### src/rtl/mux_scan_ctrl_pkg.sv
// Shared definitions for the mux scan controller: state encoding and default sizes.
package mux_scan_ctrl_pkg;

    localparam int DEF_WIDTH = 16;
    localparam int DEF_NSRC  = 8;
    localparam int SEL_W     = 3;

    typedef enum logic [1:0] {
        IDLE  = 2'd0,
        SEL   = 2'd1,
        VALID = 2'd2
    } state_t;

endpackage

### src/rtl/mux_scan_ctrl_next_sel.sv
// Combinational next-source finder: lowest set mask bit, either from bit 0
// (first) or strictly above the current index.
module next_sel (
    input  logic [7:0] mask,
    input  logic [2:0] cur,
    input  logic       first,
    output logic [2:0] nxt,
    output logic       found
);

    logic [7:0] cand;

    genvar gi;
    generate
        for (gi = 0; gi < 8; gi++) begin : g_cand
            assign cand[gi] = mask[gi] & (first | (3'(gi) > cur));
        end
    endgenerate

    // Descending walk so the lowest candidate is the last one written.
    always_comb begin
        nxt   = 3'd0;
        found = 1'b0;
        for (int i = 7; i >= 0; i--) begin
            if (cand[i]) begin
                nxt   = 3'(i);
                found = 1'b1;
            end
        end
    end

endmodule

### src/rtl/mux_scan_ctrl.sv
// Scans the enabled inputs of an external 8:1 mux in ascending order and
// presents each settled result through a valid/ready output register.
module mux_scan_ctrl
    import mux_scan_ctrl_pkg::*;
#(
    parameter int WIDTH = DEF_WIDTH,
    parameter int NSRC  = DEF_NSRC
) (
    input  logic             clk,
    input  logic             rst,
    input  logic             start,
    input  logic [7:0]       mask,
    input  logic [WIDTH-1:0] muxo,
    output logic [2:0]       s,
    output logic [WIDTH-1:0] dout,
    output logic [2:0]       didx,
    output logic             dvalid,
    input  logic             dready,
    output logic             busy,
    output logic             done
);

    // Sources at or above NSRC are never visited.
    localparam logic [7:0] SRC_MASK = 8'((1 << NSRC) - 1);

    state_t           state_reg, state_next;
    logic [2:0]       s_reg, s_next;
    logic [WIDTH-1:0] dout_reg, dout_next;
    logic [2:0]       didx_reg, didx_next;
    logic             done_reg, done_next;
    logic [7:0]       mask_reg, mask_next;

    logic [7:0]       srch_mask;
    logic             srch_first;
    logic [2:0]       srch_nxt;
    logic             srch_found;

    // In IDLE the search looks at the live mask so S can be loaded on the START edge.
    assign srch_first = (state_reg == IDLE);
    assign srch_mask  = srch_first ? (mask & SRC_MASK) : mask_reg;

    next_sel u_next_sel (
        .mask  (srch_mask),
        .cur   (s_reg),
        .first (srch_first),
        .nxt   (srch_nxt),
        .found (srch_found)
    );

    always_comb begin
        state_next = state_reg;
        s_next     = s_reg;
        dout_next  = dout_reg;
        didx_next  = didx_reg;
        mask_next  = mask_reg;
        done_next  = 1'b0;
        case (state_reg)
            IDLE: begin
                if (start) begin
                    mask_next = mask & SRC_MASK;
                    if (srch_found) begin
                        s_next     = srch_nxt;
                        state_next = SEL;
                    end else begin
                        done_next = 1'b1;
                    end
                end
            end
            SEL: begin
                dout_next  = muxo;
                didx_next  = s_reg;
                state_next = VALID;
            end
            VALID: begin
                if (dready) begin
                    if (srch_found) begin
                        s_next     = srch_nxt;
                        state_next = SEL;
                    end else begin
                        state_next = IDLE;
                        done_next  = 1'b1;
                    end
                end
            end
            default: state_next = IDLE;
        endcase
    end

    always_ff @(posedge clk or posedge rst) begin
        if (rst) begin
            state_reg <= IDLE;
            s_reg     <= 3'd0;
            dout_reg  <= '0;
            didx_reg  <= 3'd0;
            done_reg  <= 1'b0;
            mask_reg  <= 8'd0;
        end else begin
            state_reg <= state_next;
            s_reg     <= s_next;
            dout_reg  <= dout_next;
            didx_reg  <= didx_next;
            done_reg  <= done_next;
            mask_reg  <= mask_next;
        end
    end

    assign s      = s_reg;
    assign dout   = dout_reg;
    assign didx   = didx_reg;
    assign dvalid = (state_reg == VALID);
    assign busy   = (state_reg != IDLE);
    assign done   = done_reg;

endmodule

### config.mk
export PLATFORM = sky130hd
export DESIGN_NAME = mux_scan_ctrl
export DESIGN_NICKNAME = d
export VERILOG_FILES = /design/src/rtl/mux_scan_ctrl_pkg.sv /design/src/rtl/mux_scan_ctrl_next_sel.sv /design/src/rtl/mux_scan_ctrl.sv
export SDC_FILE = /design/constraint.sdc
export NUM_CORES = 1
export LEC_CHECK = 0
export CAP_MARGIN = 20
export CELL_PAD_IN_SITES_DETAIL_PLACEMENT = 1
export CELL_PAD_IN_SITES_GLOBAL_PLACEMENT = 1
export CORE_MARGIN = 3
export CORE_UTILIZATION = 38
export DETAILED_ROUTE_END_ITERATION = 6
export PLACE_DENSITY = 0.83
export SLEW_MARGIN = 40
export SYNTH_ARGS = -nofsm -noshare
export SYNTH_HDL_FRONTEND = slang
export SYNTH_HIERARCHICAL = 1
export SYNTH_SLANG_ARGS = --single-unit
### constraint.sdc
create_clock -name clk -period 5.4 [get_ports clk]
set_input_delay 1.08 -clock clk [delete_from_list [all_inputs] [get_ports clk]]
set_output_delay 1.08 -clock clk [all_outputs]
set_load 0.01 [all_outputs]
Word-level counts from Yosys, hierarchy flattened
Index checks and enable logic that the tools add are counted.
W data, S select, Z words.
{"block": "op_classes", "magnitude_cmp": 8, "eq_ne": 5, "muxes": 30, "bitwise": 16, "n_reduce_logical": 6}
{"cell": "$mux W3", "count": 11}
{"cell": "$gt A3 B3 Y1 const A", "count": 4}
{"cell": "$mux W1", "count": 12}
{"cell": "$and A1 B1 Y1", "count": 8}
{"cell": "$mux W8", "count": 1}
{"cell": "$or A1 B1 Y1", "count": 8}
{"cell": "$gt A1 B3 Y1 const A", "count": 2}
{"cell": "$gt A2 B3 Y1 const A", "count": 2}
{"cell": "$mux W2", "count": 3}
{"cell": "$pmux W2 S3", "count": 1}
{"cell": "$pmux W3 S2", "count": 1}
{"cell": "$reduce_and A3 Y1", "count": 2}
{"cell": "$ne A2 B1 Y1 const B", "count": 2}
{"cell": "$reduce_bool A2 Y1", "count": 2}
{"cell": "$eq A2 B1 Y1 const B", "count": 1}
{"cell": "$eq A2 B2 Y1 const B", "count": 1}
{"cell": "$logic_not A2 Y1", "count": 1}
{"cell": "$ne A2 B2 Y1 const B", "count": 1}
{"cell": "$pmux W1 S2", "count": 1}
{"cell": "$reduce_and A2 Y1", "count": 1}
{"block": "word_totals", "reg_bits": 33, "inputBits": 28, "elab_cells": 71}

Depth between registers and ports, before layout
Gate-level depths: netlist (run 1).
{"block": "logic_depth", "ltp_word": 14, "depth_mapped": 9}

Cells and area by module
Netlist (run 1), hierarchy kept.
{"module": "mux_scan_ctrl", "instances": 1, "cells_per_inst": 86, "area_each_um2": 1343.8, "seq_area_each_um2": 825.8}
{"module": "next_sel", "instances": 1, "cells_per_inst": 37, "area_each_um2": 236.5, "seq_area_each_um2": 0.0}

Worst setup path after synthesis (run 1)
OpenSTA, ideal clock, no wires.
{"block": "synth_path", "path_kind": "input to register", "startpoint": "input port mask[7]", "endpoint": "register s_reg[0], in the netlist s[0]", "setup_time_ns": 0.128, "t_arrival_ns": 2.365, "t_required_ns": 5.272, "path_slack_ns": 2.908, "cell_stages": 7, "path_buffers": 0, "cell_sequence": "mux2_2 > nor2b_1 > o22a_1 > nor2_1 > nand4_1 > nor3b_2 > mux2_1"}
{"block": "synth_via", "elab_chain_cells": 13, "word_cells_on_any_way": 22, "classes_between": "mux (21); bitwise (1)"}
{"element": "from (decl)", "line_no": "mux_scan_ctrl.sv:12", "text": "input logic [7:0] mask,"}
{"element": "$mux W8 *", "line_no": "mux_scan_ctrl.sv:40", "text": "assign srch_mask = srch_first ? (mask & SRC_MASK) : mask_reg;"}
{"element": "$and A1 B1 Y1 *", "line_no": "mux_scan_ctrl_next_sel.sv:16", "text": "assign cand[gi] = mask[gi] & (first | (3'(gi) > cur));"}
{"element": "$mux W1 * (8 in series)", "line_no": "mux_scan_ctrl_next_sel.sv:25", "text": "if (cand[i]) begin"}
{"element": "net srch_found", "line_no": "mux_scan_ctrl.sv:36", "text": "logic srch_found;"}
{"element": "$mux W3 *", "line_no": "mux_scan_ctrl.sv:61, mux_scan_ctrl.sv:76"}
{"element": "$mux W3 (on tied branches)", "line_no": "mux_scan_ctrl.sv:75, mux_scan_ctrl.sv:59"}
{"element": "$pmux W3 S2 *", "line_no": "mux_scan_ctrl.sv:57", "text": "case (state_reg)"}
{"element": "to (signal assigned)", "line_no": "mux_scan_ctrl.sv:99", "text": "s_reg <= s_next;"}
{"element": "to (decl)", "line_no": "mux_scan_ctrl.sv:27", "text": "logic [2:0] s_reg, s_next;"}
The timed path passes the listed nets; every way through them passes the cells marked *. The select of a mux whose other input is x is not followed.
A chain may end at the register's enable or synchronous reset.

Final worst setup path (run 1)
{"block": "layout_path", "startpoint": "input port mask[3]", "endpoint": "register s_reg[2], in the netlist s[2]"}
{"block": "layout_via", "elab_chain_cells": 9, "word_cells_on_any_way": 14, "classes_between": "mux (13); bitwise (1)"}
{"element": "$mux W8 *", "line_no": "mux_scan_ctrl.sv:40"}
{"element": "net srch_mask[3]", "line_no": "mux_scan_ctrl.sv:33", "text": "logic [7:0] srch_mask;"}
{"element": "$and A1 B1 Y1 *", "line_no": "mux_scan_ctrl_next_sel.sv:16"}
{"element": "$mux W1 * (4 in series)", "line_no": "mux_scan_ctrl_next_sel.sv:25"}
{"element": "net srch_found", "line_no": "mux_scan_ctrl.sv:36"}
{"element": "$mux W3 *", "line_no": "mux_scan_ctrl.sv:61, mux_scan_ctrl.sv:76"}
{"element": "$mux W3 (on tied branches)", "line_no": "mux_scan_ctrl.sv:75, mux_scan_ctrl.sv:59"}
{"element": "$pmux W3 S2 *", "line_no": "mux_scan_ctrl.sv:57"}
Marked as above.

==> key figures, run 1 <==
Clock network
  • CTS tree: done
  • Clk_lat worst skew: 280 ps
  • Clk buf depth: 2
  • Clock Sinks: 33
  • Max H-tree Level: 2
  • Worst-path clk slew: 70 ps
  • Postcts setup bufs: 0
  • Post-CTS Hold Buffers: 0
  • CTS buffer count: 5
  • Root buffer cell: clkbuf_8
  • Cells resized by post-CTS repair: 0

Yosys
  • Mux share of post-synthesis cell area: 28.3%
  • Synth Area in XOR/XNOR: 0%
  • Avg Inst Size Synth: ~13 um^2
  • Post-Synthesis Cell Area: 1580 um^2
  • Simple-Gate Fraction of Synth Area: 9.82%
  • Synth unique cells: 29
  • Post-synthesis sequential area ratio: 52.3%
  • Syn. warnings: 6
  • Largest family of logic cells by synthesized area: multiplexers
  • Compound-gate portion of the synthesized area: 6.57%
  • Mapped Nets: 151
  • Adder-cell share of the synthesized area: 0%
  • Synthesized flop and latch total: 33
  • Synth Instances: 123

STA
  • Setup tns final: 0 ps
  • Hold Vio Cnt, Final: 0
  • Fmax: about 360 MHz
  • Min cycle time layout: around 2800 ps
  • Max Slew Vio Count: 0
  • Crit share post-route: 52.1%
  • Clock Skew: 7.36 ps
  • Max_slew headroom: 68.0%
  • Worst Tran Pin Value: 480 ps
  • RSZ-0062 raised after global routing: false
  • Setup violations, final: 0
  • WHS: 498 ps
  • Final setup margin: 2590 ps

Outcome
  • Status: completed

Hold path
  • Hold Path Class: flip-flop to flip-flop
  • HP Start: didx[2]
  • Hold-critical path depth: 1
  • Worst Hold Path EP: didx[2]

Critical path
  • Max incr delay on CP: between 400 and 500 ps
  • Slowest CP cell: clkdlybuf4s50_1
  • Reg-to-reg startpoint: state_reg[0]
  • Worst Path Arrival: 2970 ps
  • Reg2Reg Depth: 9
  • Critical Path Fanout Max: 4
  • R2r endpoint: s[2]
  • Setup crit start kind: input port
  • Stages on worst setup path: 8
  • Crit path kind: input port to flip-flop
  • Worst-path cell chain: clkdlybuf4s50_1, mux2_2, nand2b_1, a21oi_1, o22ai_1, nand4_1, nor3b_2, mux2_1
  • Reg2Reg Setup Slack: between 2000 and 3000 ps
  • Bufs and invs on worst path: 1
  • Worst EP required: 5560 ps
  • Largest delay share family, worst path: multiplexers
  • Crit end category: flip-flop

Run
  • Max Cap Viol: 0

Pwr
  • VDD IR max: 304 uV
  • P_leak: 0.000947 uW
  • Pwr Density: 652 nW/um^2

Finish
  • Finished Layout Cells: around 230
  • Commonest non-fill, non-tap cell in the layout: clkdlybuf4s50_1
  • Fin nets: 206
  • Layout cells sized above 1: about a quarter
  • Finished Cell Area: roughly 2300 um^2
  • Area of the multi-input gates: 707 um^2
  • Most frequent cells in the layout: clkdlybuf4s50_1, mux2_2, dfrtp_1
  • Layout Area Growth over Synthesis: 43.9%
  • Register Area: just over 800 um^2
  • Max reg flops: 16
  • # fillers: 402
  • ANT cells: 0

Global routing
  • GRT Total Usage: about 18%
  • Antenna violations before repair: 0
  • Vias in the first global route: approximately 1.4k
  • First-pass GRT wire length: between 6000 and 7000 um
  • Largest net degree at the start of global routing: 34
  • Overflow left after global routing: 0

Floorplanning
  • Die width: ~70 um
  • Effective utilization at floorplan: between 40% and 50%
  • FP Rows: 22
  • # IOs: 53
  • Core Box Area: 3830 um^2
  • Chip Height: 70.5 um
  • Die area: 4970 um^2

Placed design
  • PortBufs: 52
  • Post-Place Setup Slack: 2350 ps
  • Final HPWL DP: between 2000 and 3000 um
  • Placed instance area: 2140 um^2
  • Dpl cells: 219
  • Global placer's final weighted congestion: 0.754

Drt
  • DR iter-0 viols: 15
  • Vias: 1,213
  • Initial DRT Pass Iterations: 4
  • Via density: between 5 and 6
  • Routed wire length: 4010 um
  • Antenna viol nets, final: 0
  • DRC viols: 0
  • Average wire per standard cell: 17.6 um
-- cell families (layout without fill, tap and decap cells) --
group / after synthesis / in the layout
compound gates: 15 / 15
buf+inv: 9 / 65
simple gates: 26 / 26
flops: 33 / 33
mux: 40 / 40
-- synthesized netlist by cell type --
cell type	count	area [um^2]
nand3b_1	1	7.51
o22ai_1	1	6.26
nand2_1	4	15.0
nor3b_2	1	12.5
dfrtp_1	33	826
o21ai_1	1	5.00
mux2_1	4	45.0
o21ai_0	5	25.0
mux2i_1	2	20.0
buf_2	5	25.0
o2111a_1	1	11.3
or2b_1	1	7.51
nand4_1	1	6.26
nor2_1	3	11.3
nor4_1	1	6.26
nor2b_1	5	31.3
a21oi_1	2	10.0
o22a_1	3	26.3
nor3b_1	1	7.51
nand2b_2	1	8.76
and3_1	1	6.26
nand2b_1	3	18.8
o31ai_2	1	12.5
and2_1	1	6.26
inv_1	3	11.3
buf_6	1	11.3
mux2_2	34	383
a22oi_1	1	7.51
nor3_1	2	10.0
-- per-stage QoR --
stage                     total power, uW  util, %
after floorplan                       909        -
after global placement               1160     55.9
after detailed placement             1210     55.9
after CTS                            1490     59.4
after global routing                 1580     59.4
final                                1480     59.4
-- worst max path at each step --
stage / startpoint / end
CTS: mask[3] / s[2]
finish: mask[3] / s[2]
global route: mask[3] / s[2]
floorplan: mask[7] / s[0]
global placement: mask[7] / s[0]
detailed placement: mask[5] / s[2]
-- where the power goes --
part	switching (uW)	total [uW]	internal, uW
Combinational	317	744	427
Sequential	93.5	463	370
Clock	92.7	276	183
Total	503	1480	980
-- final cells by class --
| type | count | share of cell area (%) |
|---|---|---|
| flip-flops and latches | 33 | 36.3 |
| repair buffers | 54 | 23.6 |
| multi-input cells | 81 | 31.1 |
| clock buffers | 5 | 3.03 |
| inverters | 3 | 0.495 |
| clock inverters | 3 | 2.86 |
| well taps | 48 | 2.64 |
-- routing by layer --
| metal | GRT usage, % | up-vias | part of all wire [%] |
|---|---|---|---|
| met1 | 21.3 | 619 | 39 |
| met3 | 5.32 | 7 | 4.9 |
| li1 | - | 550 | - |
| met4 | 5.74 | 0 | 1.3 |
| met5 | 0 | - | 0 |
| met2 | 31.1 | 37 | 54 |
Power figures use the tool's default switching activity.
==> run 2: changes to the inputs <==
CORE_UTILIZATION = 35   (was 38)
PLACE_DENSITY = 0.78   (was 0.83)
clock period = 2.7 ns   (was 5.4 ns; I/O delays follow)
==> key figures, run 2 (same netlist as run 1, synthesis figures left out) <==
Placed design
  • Placed instance area: 2140 um^2
  • Global placer's final weighted congestion: 0.821
  • PortBufs: 52
  • Final HPWL DP: 2900 um
  • Post-Place Setup Slack: 158 ps

Drt
  • Vias: ~1.2k
  • DR iter-0 viols: 60
  • Routed wire length: 3850 um
  • Initial DRT Pass Iterations: 4
  • Antenna viol nets, final: 0
  • Average wire per standard cell: 16.8 um
  • DRC viols: 0
  • Via density: 5.15

Critical path
  • Max incr delay on CP: about 440 ps
  • Setup crit start kind: flip-flop
  • Reg2Reg Depth: 9
  • Slowest CP cell: dfrtp_1
  • R2r endpoint: s[0]
  • Reg-to-reg startpoint: state_reg[0]
  • Critical Path Fanout Max: 20
  • Reg2Reg Setup Slack: 240 ps
  • Crit path kind: flip-flop to flip-flop
  • Crit end category: flip-flop
  • Worst-path cell chain: nor2_1, buf_4, mux2_2, nand2b_1, a21oi_1, o22ai_1, nand4_1, nor3b_2, mux2_1
  • Worst Path Arrival: 2630 ps
  • Worst EP required: 2870 ps

Run
  • Max Cap Viol: 0

Finish
  • ANT cells: 0
  • Fin nets: just over 200
  • Layout cells sized above 1: 25.7%
  • Max reg flops: 16
  • Commonest non-fill, non-tap cell in the layout: clkdlybuf4s50_1
  • Most frequent cells in the layout: clkdlybuf4s50_1, mux2_2, dfrtp_1
  • Layout Area Growth over Synthesis: 42.9%
  • # fillers: 429
  • Finished Cell Area: 2260 um^2

STA
  • Setup tns final: 0 ps
  • Max_slew headroom: 59.4%
  • Max Slew Vio Count: 0
  • Crit share post-route: 91.2%
  • Clock Skew: just under 5 ps
  • Hold Vio Cnt, Final: 0
  • Final setup margin: about 240 ps
  • Worst Tran Pin Value: 608 ps
  • Min cycle time layout: 2460 ps
  • RSZ-0062 raised after global routing: false
  • Setup violations, final: 0
  • Fmax: 406 MHz

Floorplanning
  • Core Box Area: 4170 um^2
  • FP Rows: 23
  • Die area: around 5400 um^2
  • Effective utilization at floorplan: 37.9%
  • Chip Height: 73.2 um
  • Die width: 73.2 um
  • # IOs: between 50 and 60

Pwr
  • Sw power: 971 uW
  • Int Power: 1890 uW
  • P_leak: about 0.00094 uW
  • VDD IR max: 534 uV
  • Sw Share: 33.9%
  • Reg power frac: 32.1%
  • Final Total Pwr: roughly 2900 uW
  • Gate power share: roughly half
  • Clk pwr share: between 10% and 20%
  • Pwr Density: 1270 nW/um^2

Clock network
  • Max H-tree Level: 2
  • Post-CTS Hold Buffers: 0
  • CTS tree: done
  • Cells resized by post-CTS repair: 0
  • Clk_lat worst skew: 280 ps
  • Clock Sinks: 33
  • CTS buffer count: 5
  • Clk buf depth: 2
  • Root buffer cell: clkbuf_8
  • Worst-path clk slew: 70 ps
  • Postcts setup bufs: 0

Hold path
  • HP Start: didx[2]
  • Worst Hold Path EP: didx[2]
  • Hold Path Class: flip-flop to flip-flop
  • Hold-critical path depth: 1

Global routing
  • GRT Total Usage: 15.9%
  • Antenna violations before repair: 0
  • First-pass GRT wire length: 6440 um
  • Vias in the first global route: 1,397
  • Overflow left after global routing: 0
  • Largest net degree at the start of global routing: 21

Outcome
  • Status: completed
## run 2: cell types whose count changed in the layout (fill, tap and decap cells not counted), sizes merged
| cell | delta |
|---|---|
| clkbuf | +2 |
| clkinv | -1 |
| bufinv | -1 |
## run 2: layout make-up
type | count | area, um^2 | area share (%)
Clock buffer | 7 | 86.3 | 3.82
Clock inverter | 1 | 30.0 | 1.33
Tap cell | 50 | 62.6 | 2.77
Timing Repair Buffer | 54 | 536 | 23.7
Sequential cell | 33 | 826 | 36.6
Multi-Input combinational cell | 81 | 707 | 31.3
Inverter | 3 | 11.3 | 0.499
## run 2: worst max path at each step
stage            startpoint   end  slack [ps]  cells past startpoint
2_1_floorplan  state_reg[0]  s[0]         450                      9
3_3_place_gp        mask[7]  s[2]         250                      8
3_5_place_dp        mask[5]  s[2]         160                      8
4_1_cts        state_reg[0]  s[0]         220                      9
5_1_grt        state_reg[0]  s[0]          30                      9
6_report       state_reg[0]  s[0]         240                      9
## run 2: worst max-delay path: cells and delay by family, from the launching register on
family,cells,cell delay [ps]
AO/OA/AOI/OAI,2,330
buffers and inverters,1,250
flip-flops,1,440
multiplexers,2,730
AND/OR/NAND/NOR,4,600
## run 2: per-stage QoR
stage | hold WS (ps) | cells | util, %
5_1_grt | 511 | 229 | 54.1
4_1_cts | 510 | 229 | 54.1
6_report | 502 | 229 | 54.1
3_5_place_dp | 495 | 221 | 51.3
2_1_floorplan | 477 | 123 | -
3_3_place_gp | 486 | 221 | 51.3
## run 2: power by group through the flow
stage | clock, uW | combinational [uW] | sequential, uW
final | 481 | 1460 | 920
after global routing | 519 | 1590 | 969
after CTS | 500 | 1490 | 922
after detailed placement | 0 | 1470 | 930
after global placement | 0 | 1420 | 912
after floorplan | 0 | 862 | 955
## run 2: metal layers
layer | track usage, % | part of all wire (%) | vias to the layer above
li1 | - | - | 547
met1 | 17.0 | 39 | 576
met2 | 27.0 | 51 | 49
met3 | 6.61 | 8.7 | 8
met4 | 7.58 | 2.0 | 0
met5 | 0 | 0 | -
==> run 3: changes to the inputs <==
RECOVER_POWER = 50   (was default)
==> key figures, run 3 (same netlist as run 1, synthesis figures left out) <==
Global routing
  • Vias in the first global route: approximately 1.4k
  • Largest net degree at the start of global routing: 21
  • First-pass GRT wire length: 6440 um
  • Overflow left after global routing: 0
  • Antenna violations before repair: 0
  • GRT Total Usage: between 15 and 20%

Drt
  • Antenna viol nets, final: 0
  • Average wire per standard cell: 16.8 um
  • DRC viols: 0
  • Initial DRT Pass Iterations: 4
  • Via density: 5.14
  • DR iter-0 viols: 59
  • Vias: between 1k and 1.5k
  • Routed wire length: 3860 um

Pwr
  • P_leak: 0.000933 uW
  • VDD IR max: 535 uV
  • Clk pwr share: 16.8%
  • Int Power: 1890 uW
  • Sw power: about 970 uW
  • Gate power share: approximately 51%
  • Final Total Pwr: ~2900 uW
  • Sw Share: 33.9%
  • Reg power frac: 32.1%
  • Pwr Density: 1270 nW/um^2

STA
  • Min cycle time layout: 2450 ps
  • Setup tns final: 0 ps
  • Max_slew headroom: 32.5%
  • RSZ-0062 raised after global routing: false
  • Fmax: 409 MHz
  • Hold Vio Cnt, Final: 0
  • Crit share post-route: between 90 and 100%
  • Setup violations, final: 0
  • Max Slew Vio Count: 0
  • Clock Skew: 4.96 ps
  • Worst Tran Pin Value: 1010 ps

Floorplanning
  • FP Rows: 23
  • # IOs: 53
  • Die area: 5360 um^2
  • Core Box Area: 4170 um^2
  • Effective utilization at floorplan: between 30% and 40%
  • Die width: 73.2 um
  • Chip Height: between 70 and 80 um

Outcome
  • Status: completed

Finish
  • Most frequent cells in the layout: clkdlybuf4s50_1, mux2_2, dfrtp_1
  • # fillers: 429
  • Layout cells sized above 1: 24.6%
  • Fin nets: 206
  • ANT cells: 0
  • Layout Area Growth over Synthesis: 42.5%
  • Max reg flops: 16
  • Commonest non-fill, non-tap cell in the layout: clkdlybuf4s50_1

Clock network
  • Post-CTS Hold Buffers: 0
  • Clk_lat worst skew: between 200 and 300 ps
  • CTS tree: done
  • Postcts setup bufs: 0
  • CTS buffer count: 5
  • Root buffer cell: clkbuf_8
  • Cells resized by post-CTS repair: 0
  • Worst-path clk slew: 70 ps
  • Max H-tree Level: 2
  • Clk buf depth: 2
  • Clock Sinks: 33

Critical path
  • Worst EP required: 2870 ps
  • Worst Path Arrival: about 2600 ps
  • Slowest CP cell: dfrtp_1
  • Critical Path Fanout Max: 20
  • Setup crit start kind: flip-flop
  • Worst-path cell chain: nor2_1, buf_4, mux2_2, nand2b_1, a21oi_1, o22ai_1, nand4_1, nor3b_2, mux2_1
  • Crit end category: flip-flop
  • Crit path kind: flip-flop to flip-flop
  • Max incr delay on CP: 430 ps

Run
  • Max Cap Viol: 0

Placed design
  • Global placer's final weighted congestion: 0.821
  • PortBufs: 52
  • Final HPWL DP: 2900 um

Hold path
  • Hold Path Class: flip-flop to flip-flop
[run 3: power groups by stage]
stage                     combinational (uW)  sequential, uW  clock, uW
after global routing                    1590             967        519
after global placement                  1420             912          0
after CTS                               1490             922        500
final                                   1460             918        482
after detailed placement                1470             930          0
after floorplan                          862             955          0
[run 3: final cells by class]
class | instances | area [um^2] | area share (%)
sequential | 33 | 826 | 36.7
timing repair buffer | 54 | 532 | 23.6
clock inverter | 1 | 30.0 | 1.33
multi-input combinational | 81 | 704 | 31.3
inverter | 3 | 11.3 | 0.500
clock buffer | 7 | 86.3 | 3.83
tap | 50 | 62.6 | 2.78
[run 3: through the flow]
step / instance area [um^2] / worst slack (ps) / cells / hold WS (ps) / util, %
2_1_floorplan: 1580 / 449 / 123 / 477 / -
3_3_place_gp: 2140 / 254 / 221 / 486 / 51.3
3_5_place_dp: 2140 / 158 / 221 / 495 / 51.3
4_1_cts: 2260 / 222 / 229 / 510 / 54.1
5_1_grt: 2250 / 42.7 / 229 / 512 / 54.0
6_report: 2250 / 253 / 229 / 502 / 54.0
[run 3: worst max-delay path: cells and delay by family, from the launching register on]
kind                   cells  cell delay, ps
buffers and inverters      1             240
AOI/OAI and AO/OA          2             330
DFF                        1             430
muxes                      2             730
and+or+nand+nor            4             590
[run 3: layer usage]
metal | share of wire [%] | track usage (%) | wire length (um)
met1 | 39 | 17.0 | 1490
met2 | 51 | 27.0 | 1960
met3 | 8.7 | 6.61 | 334
met4 | 2.0 | 7.58 | 76
met5 | 0 | 0 | 0
[run 3: final timing paths]
check | slack, ps | depth (start not counted) | start | end
max in group asynchronous | 600 | 3 | rst | mask_reg[4]
min in group asynchronous | 770 | 2 | rst | dout[14]
setup / recovery | 250 | 9 | state_reg[0] | s[0]
hold / removal | 500 | 1 | didx[2] | didx[2]
setup reg to reg | 250 | 9 | state_reg[0] | s[0]
hold reg to reg | 500 | 1 | didx[2] | didx[2]
